## src/rtl/am2910_pipeline_ctrl.sv

```systemverilog
`default_nettype none
// ============================================================================
// Module   : am2910_pipeline_ctrl
// Purpose  : Pipeline-register controller wrapped around an Am2910-style
//            microprogram sequencer. It holds the 32-bit pipeline register
//            (PR), decodes PR into sequencer and datapath controls, and runs
//            an IDLE/SYNC/RUN/HALT state machine that starts, halts and
//            resumes microprogram execution.
// Ports    : clk, rst            - clock, synchronous active-high reset
//            start, resume       - one-cycle control pulses
//            y / uaddr           - sequencer address in, control-store address out
//            uword               - control-store data (asynchronous read)
//            cond                - external status flags
//            map_addr, vect_addr - alternate direct-input sources
//            pln, mapn, vectn    - active-low source enables from the sequencer
//            instr, ccn, rldn, ci, plpc, di - sequencer controls
//            dp_ctrl             - datapath control field
//            running, halted, err, ucount - status
// Revision : 1.0 - initial release
// ============================================================================
module am2910_pipeline_ctrl (
  input  logic        clk,
  input  logic        rst,
  input  logic        start,
  input  logic        resume,
  input  logic [11:0] y,
  output logic [11:0] uaddr,
  input  logic [31:0] uword,
  input  logic [6:0]  cond,
  input  logic [11:0] map_addr,
  input  logic [11:0] vect_addr,
  input  logic        pln,
  input  logic        mapn,
  input  logic        vectn,
  output logic [3:0]  instr,
  output logic        ccn,
  output logic        rldn,
  output logic        ci,
  output logic        plpc,
  output logic [11:0] di,
  output logic [8:0]  dp_ctrl,
  output logic        running,
  output logic        halted,
  output logic        err,
  output logic [15:0] ucount
);

  // JZ: all fields zero except carry-in, so the sequencer jumps to address 0.
  localparam logic [31:0] C_JZ_WORD   = 32'h0010_0000;
  // CONT with ci=0: the sequencer re-emits the same address every cycle.
  localparam logic [31:0] C_CONT_WORD = 32'h0000_000E;

  typedef enum logic [1:0] {
    S_IDLE = 2'd0,
    S_SYNC = 2'd1,
    S_RUN  = 2'd2,
    S_HALT = 2'd3
  } state_t;

  state_t      state_q, state_d;
  logic [31:0] pr_q, pr_d;
  logic [15:0] ucount_q, ucount_d;
  logic        err_q, err_d;
  logic        fresh_q, fresh_d;   // PR took a new value on the last edge
  logic        count_en;
  logic        src_ok;
  logic [7:0]  cond_ext;
  logic        c_sel;

  // PR field views
  logic [3:0]  pr_instr;
  logic [11:0] pr_branch;
  logic [2:0]  pr_csel;
  logic        pr_cpol;
  logic        pr_ci;
  logic        pr_ld;
  logic        pr_halt;
  logic [8:0]  pr_dp;

  assign pr_instr  = pr_q[3:0];
  assign pr_branch = pr_q[15:4];
  assign pr_csel   = pr_q[18:16];
  assign pr_cpol   = pr_q[19];
  assign pr_ci     = pr_q[20];
  assign pr_ld     = pr_q[21];
  assign pr_halt   = pr_q[22];
  assign pr_dp     = pr_q[31:23];

  // Exactly one source enable asserted (low) is the only legal combination.
  assign src_ok = ({pln, mapn, vectn} == 3'b011) ||
                  ({pln, mapn, vectn} == 3'b101) ||
                  ({pln, mapn, vectn} == 3'b110);

  // csel=7 selects a constant 1 ("always").
  assign cond_ext = {1'b1, cond};
  assign c_sel    = cond_ext[pr_csel];

  always_comb begin
    state_d  = state_q;
    pr_d     = pr_q;
    count_en = 1'b0;
    case (state_q)
      S_IDLE: begin
        pr_d = C_JZ_WORD;
        if (start) state_d = S_SYNC;
      end
      S_SYNC: begin
        // JZ has been in PR for one cycle, so y=0 and uword is word 0.
        pr_d     = uword;
        count_en = 1'b1;
        state_d  = S_RUN;
      end
      S_RUN: begin
        // A halt word gets its one execution cycle before PR is parked.
        if (pr_halt) begin
          pr_d    = C_CONT_WORD;
          state_d = S_HALT;
        end else begin
          pr_d     = uword;
          count_en = 1'b1;
        end
      end
      S_HALT: begin
        pr_d = C_CONT_WORD;
        if (resume) begin
          pr_d     = uword;
          count_en = 1'b1;
          state_d  = S_RUN;
        end
      end
      default: begin
        pr_d    = C_JZ_WORD;
        state_d = S_IDLE;
      end
    endcase

    ucount_d = ucount_q;
    if (count_en && (ucount_q != 16'hFFFF)) ucount_d = ucount_q + 16'd1;

    err_d = err_q | ~src_ok;

    // Reloading an identical word is not a new first cycle.
    fresh_d = (pr_d != pr_q);
  end

  always_ff @(posedge clk) begin
    if (rst) begin
      state_q  <= S_IDLE;
      pr_q     <= C_JZ_WORD;
      ucount_q <= 16'd0;
      err_q    <= 1'b0;
      fresh_q  <= 1'b0;
    end else begin
      state_q  <= state_d;
      pr_q     <= pr_d;
      ucount_q <= ucount_d;
      err_q    <= err_d;
      fresh_q  <= fresh_d;
    end
  end

  assign uaddr   = y;
  assign instr   = pr_instr;
  assign ci      = pr_ci;
  assign rldn    = ~pr_ld;
  assign dp_ctrl = pr_dp;
  assign ccn     = ~(c_sel ^ pr_cpol);
  // PL/PC select drops only in the first cycle of RPCT (1001) or TWB (1111).
  assign plpc    = ~(fresh_q && ((pr_instr == 4'b1001) || (pr_instr == 4'b1111)));

  always_comb begin
    di = 12'h000;
    case ({pln, mapn, vectn})
      3'b011:  di = pr_branch;
      3'b101:  di = map_addr;
      3'b110:  di = vect_addr;
      default: di = 12'h000;
    endcase
  end

  assign running = (state_q == S_SYNC) || (state_q == S_RUN);
  assign halted  = (state_q == S_HALT);
  assign err     = err_q;
  assign ucount  = ucount_q;

endmodule
`default_nettype wire

```

## config.mk

```make
export PLATFORM = sky130hd
export DESIGN_NAME = am2910_pipeline_ctrl
export DESIGN_NICKNAME = d
export VERILOG_FILES = /design/src/rtl/am2910_pipeline_ctrl.sv
export SDC_FILE = /design/constraint.sdc
export NUM_CORES = 1
export LEC_CHECK = 0
export CAP_MARGIN = 25
export CORE_UTILIZATION = 42
export CTS_CLUSTER_SIZE = 8
export DETAILED_ROUTE_END_ITERATION = 10
export PLACE_DENSITY = 0.81
export SETUP_SLACK_MARGIN = 0.05
export SYNTH_ARGS = -nofsm -noshare
export SYNTH_HDL_FRONTEND = slang
export SYNTH_SLANG_ARGS = --single-unit
export TNS_END_PERCENT = 50
```

## constraint.sdc

```tcl
create_clock -name clk -period 2.8 [get_ports clk]
set_input_delay 0.84 -clock clk [delete_from_list [all_inputs] [get_ports clk]]
set_output_delay 0.84 -clock clk [all_outputs]
set_load 0.02 [all_outputs]
```

==> summary.txt <==
=========================================================================================
Number of DRC markers after the initial detailed-route iteration ...........          150
Inst Count DP ..............................................................          564
Number of diodes added for antenna fixing ..................................            0
Timing-limited maximum frequency ...........................................    0.357 GHz
Number of pins with negative max-slew slack in the final report ............            0
Post-route met1 wirelength .................................................      3780 um
Portion of the post-synthesis area used by sequential elements .............        0.330
CTS tree ...................................................................        built
Via count normalized by instance count .....................................         5.39
Buffers from clock root to sink, at most ...................................            2
Largest area contributor in the netlist .................................... sky130_fd_sc_hd__dfxtp_1
Startpoint type of the worst setup path .................................... primary input
Utilization after layout ...................................................        0.609
Number of enable-type register cells in the synthesized netlist ............            0
Count of maximum capacitance violations ....................................            0
Classification of the worst setup path ..................................... primary input to output pin
Final worst clock skew .....................................................   0.00850 ns
Highest net fanout along the worst path ....................................            1
Number of CTS-inserted buffers .............................................            5
Final Hold Viols ...........................................................            0
Count of hold-fix buffers inserted at cts ..................................            0
Final sum of negative setup slack ..........................................         0 ns
Number of antenna violations at the first check in global routing ..........            0
Final estimated routing congestion in global placement .....................        0.817
Proportion of register bits with asynchronous set or reset after synthesis .            0
First-pass iteration count of the detailed router ..........................            4
Count of cell types in the netlist .........................................           51
Number of standard cells in the final layout excluding fillers .............          574
Clock tree root driver cell ................................................ sky130_fd_sc_hd__clkbuf_8
Final WL ...................................................................      8720 um
#FFs+latches synth .........................................................           52
Wire length per cell after detailed routing ................................      15.2 um
Worst relative slew slack ..................................................        0.657
Total congestion overflow after global routing .............................            0
Ratio of total power to cell area ..........................................   618 nW/um2
Count of mapped cells out of synthesis .....................................          372
Synthesized area per cell ..................................................     8.48 um2
Worst-Skew Late Latency ....................................................      0.31 ns
Highest metal layer with signal wires ......................................         met4
Number of standard-cell rows in the floorplan ..............................           31
Number of nets with antenna violations after routing .......................            0
Number of H-tree levels ....................................................            2
Wire length of the first global-routing pass ...............................     13500 um
Final period util ..........................................................         1.00
Die extent in y ............................................................      88.7 um
Buffers inserted by post-CTS timing repair .................................            0
Required time of the worst setup path ......................................      1.96 ns
Tmin final .................................................................      2.80 ns
Core outline area ..........................................................     7250 um2
# IOs ......................................................................          142
Total via count in the routed design .......................................         3092
Slew at the pin with the worst max-slew slack ..............................     0.510 ns
Area grow syn2layout .......................................................        40.1%
Buffers on Ports ...........................................................          117
Number of nets at the end of the flow ......................................          563
Maximum number of pins on one net before global-route repair ...............           26
Final count of negative-setup-slack endpoints ..............................            0
Post-Route Hold Slack ......................................................     0.486 ns
Share of post-route cells with drive strength above 1 ......................        0.122
Most common flop cell mapped by yosys ...................................... sky130_fd_sc_hd__dfxtp_1
Clock transition at the registers of the reported paths ....................      0.09 ns
Capturing element type of the critical path ................................   output pin
Most frequent cell after synthesis ......................................... sky130_fd_sc_hd__dfxtp_1
RSZ-0062 raised after global routing .......................................          yes
DRC Markers ................................................................            0
Leakage ....................................................................      1.65 nW
Most numerous cell types in the synthesized netlist ........................ sky130_fd_sc_hd__dfxtp_1, sky130_fd_sc_hd__nor2_1, sky130_fd_sc_hd__and2_1
Met2 wire len ..............................................................      4200 um
Most area-consuming cells after synthesis .................................. sky130_fd_sc_hd__dfxtp_1, sky130_fd_sc_hd__a22o_1, sky130_fd_sc_hd__buf_4, sky130_fd_sc_hd__and2_1, sky130_fd_sc_hd__nor2_1
DIE AREA ...................................................................     7860 um2
Synthesized netlist net count ..............................................          461
Run status ................................................................. complete, no violations
Maximum vdd drop ...........................................................     0.369 mV
Die Wd .....................................................................      88.7 um
Fraction of post-synthesis cell area in the top cell type by area ..........        0.330
Starting Density ...........................................................        0.435
Class of the tightest hold or removal check ................................ flip-flop to flip-flop
Syn Std Cell Area ..........................................................     3150 um2
Estimated wirelength of the detail-placed design ...........................      6580 um
Worst path arrival time ....................................................      1.96 ns
Total GRT Usage ............................................................        0.221
Yosys Warn Count ...........................................................            0
Clock Sink Count ...........................................................           52
Length of routed met3 wiring ...............................................       485 um
Via count of the first global-routing pass .................................         2896
=========================================================================================
timing repair:
action                                  CTS  global route
endpoints found under the setup margin   13            14
resized for setup                        97            11
cloned                                    3             0
endpoints found under the hold margin     0             0
pin swaps                                 7             0
cell usage in the layout, fill, tap and decap left out, types with 2 or more instances in the layout:
master,count
sky130_fd_sc_hd__nand4_1,4
sky130_fd_sc_hd__or3_1,5
sky130_fd_sc_hd__clkdlybuf4s50_1,94
sky130_fd_sc_hd__o311ai_2,2
sky130_fd_sc_hd__clkbuf_8,5
sky130_fd_sc_hd__o22ai_1,2
sky130_fd_sc_hd__buf_6,7
sky130_fd_sc_hd__o21ai_0,19
sky130_fd_sc_hd__nand3_1,7
sky130_fd_sc_hd__nor4bb_1,8
sky130_fd_sc_hd__dlygate4sd2_1,3
sky130_fd_sc_hd__ha_1,7
sky130_fd_sc_hd__a21oi_1,17
sky130_fd_sc_hd__nand2b_1,3
sky130_fd_sc_hd__nor4_1,3
sky130_fd_sc_hd__a31oi_1,11
sky130_fd_sc_hd__nor3_1,15
sky130_fd_sc_hd__inv_1,14
sky130_fd_sc_hd__xnor2_1,16
sky130_fd_sc_hd__mux2i_1,2
sky130_fd_sc_hd__o32ai_1,3
sky130_fd_sc_hd__and2_1,27
sky130_fd_sc_hd__buf_4,14
sky130_fd_sc_hd__buf_2,11
sky130_fd_sc_hd__nand2_1,12
sky130_fd_sc_hd__a22o_1,24
sky130_fd_sc_hd__nor2b_4,3
sky130_fd_sc_hd__xor2_1,9
sky130_fd_sc_hd__nor2_1,43
sky130_fd_sc_hd__dfxtp_1,52
report_power, final:
| part | switching (mW) | internal [mW] | leakage [nW] |
|---|---|---|---|
| Sequential | 0.127 | 0.848 | 0.422 |
| Clock | 0.252 | 0.266 | 0.0552 |
| Combinational | 0.632 | 0.605 | 1.17 |
| Total | 1.01 | 1.72 | 1.65 |
critical path, cell delays in order:
cell and delay [ns]:
sky130_fd_sc_hd__buf_6 0.09, sky130_fd_sc_hd__mux4_2 0.49, sky130_fd_sc_hd__mux2i_4 0.21, sky130_fd_sc_hd__xor2_1 0.17, sky130_fd_sc_hd__buf_4 0.16
metal layers:
metal,up-vias,global-route usage
li1,1516,-
met1,1444,0.273
met2,112,0.385
met3,20,0.0354
met4,0,0.0850
met5,-,0
registers in the layout, indices dropped and copies added, names as in the netlist:
| signal | count |
|---|---|
| err | 1 |
| fresh_q | 1 |
| pr_q | 32 |
| state_q | 2 |
| ucount | 16 |
area by class of cell:
cell class,count,area (um2)
inverters,14,52.6
fillers,634,2830
clock inverters,2,35.0
flip-flops and latches,52,1040
repair buffers,132,1250
multi-input cells,269,1850
well taps,99,124
clock buffers,6,72.6
logic make-up (layout without fill, tap and decap cells):
group           Yosys count  in the layout  synth area share
xor+xnor                 25             25            0.0694
flops                    52             52             0.330
simple gates            140            140             0.246
fa+ha+maj                 7              7            0.0278
buf+inv                  51            154            0.0996
compound gates           93             93             0.211
mux                       4              4            0.0167
worst paths after layout:
kind                                         startpoint            endpoint  slack [ns]  cells past startpoint
worst min register to register           err$_SDFF_PP0_      err$_SDFF_PP0_        0.49                      2
worst max register to register  state_q[0]$_SDFFE_PP0P_  fresh_q$_SDFF_PP0_        0.29                      8
worst max-delay path                            cond[6]                 ccn      0.0005                      5
worst min-delay path                     err$_SDFF_PP0_      err$_SDFF_PP0_        0.49                      2
per-stage QoR:
step | setup slack [ns] | total power, mW | instance area [um2]
finish | 0.000526 | 2.73 | 4420
detailed placement | -0.836 | 2.21 | 4300
global placement | -0.796 | 2.17 | 4300
CTS | -0.00320 | 2.73 | 4400
floorplan | 0.146 | 1.79 | 3150
global route | -0.0105 | 2.90 | 4420
(Power assumes the default switching activity.)
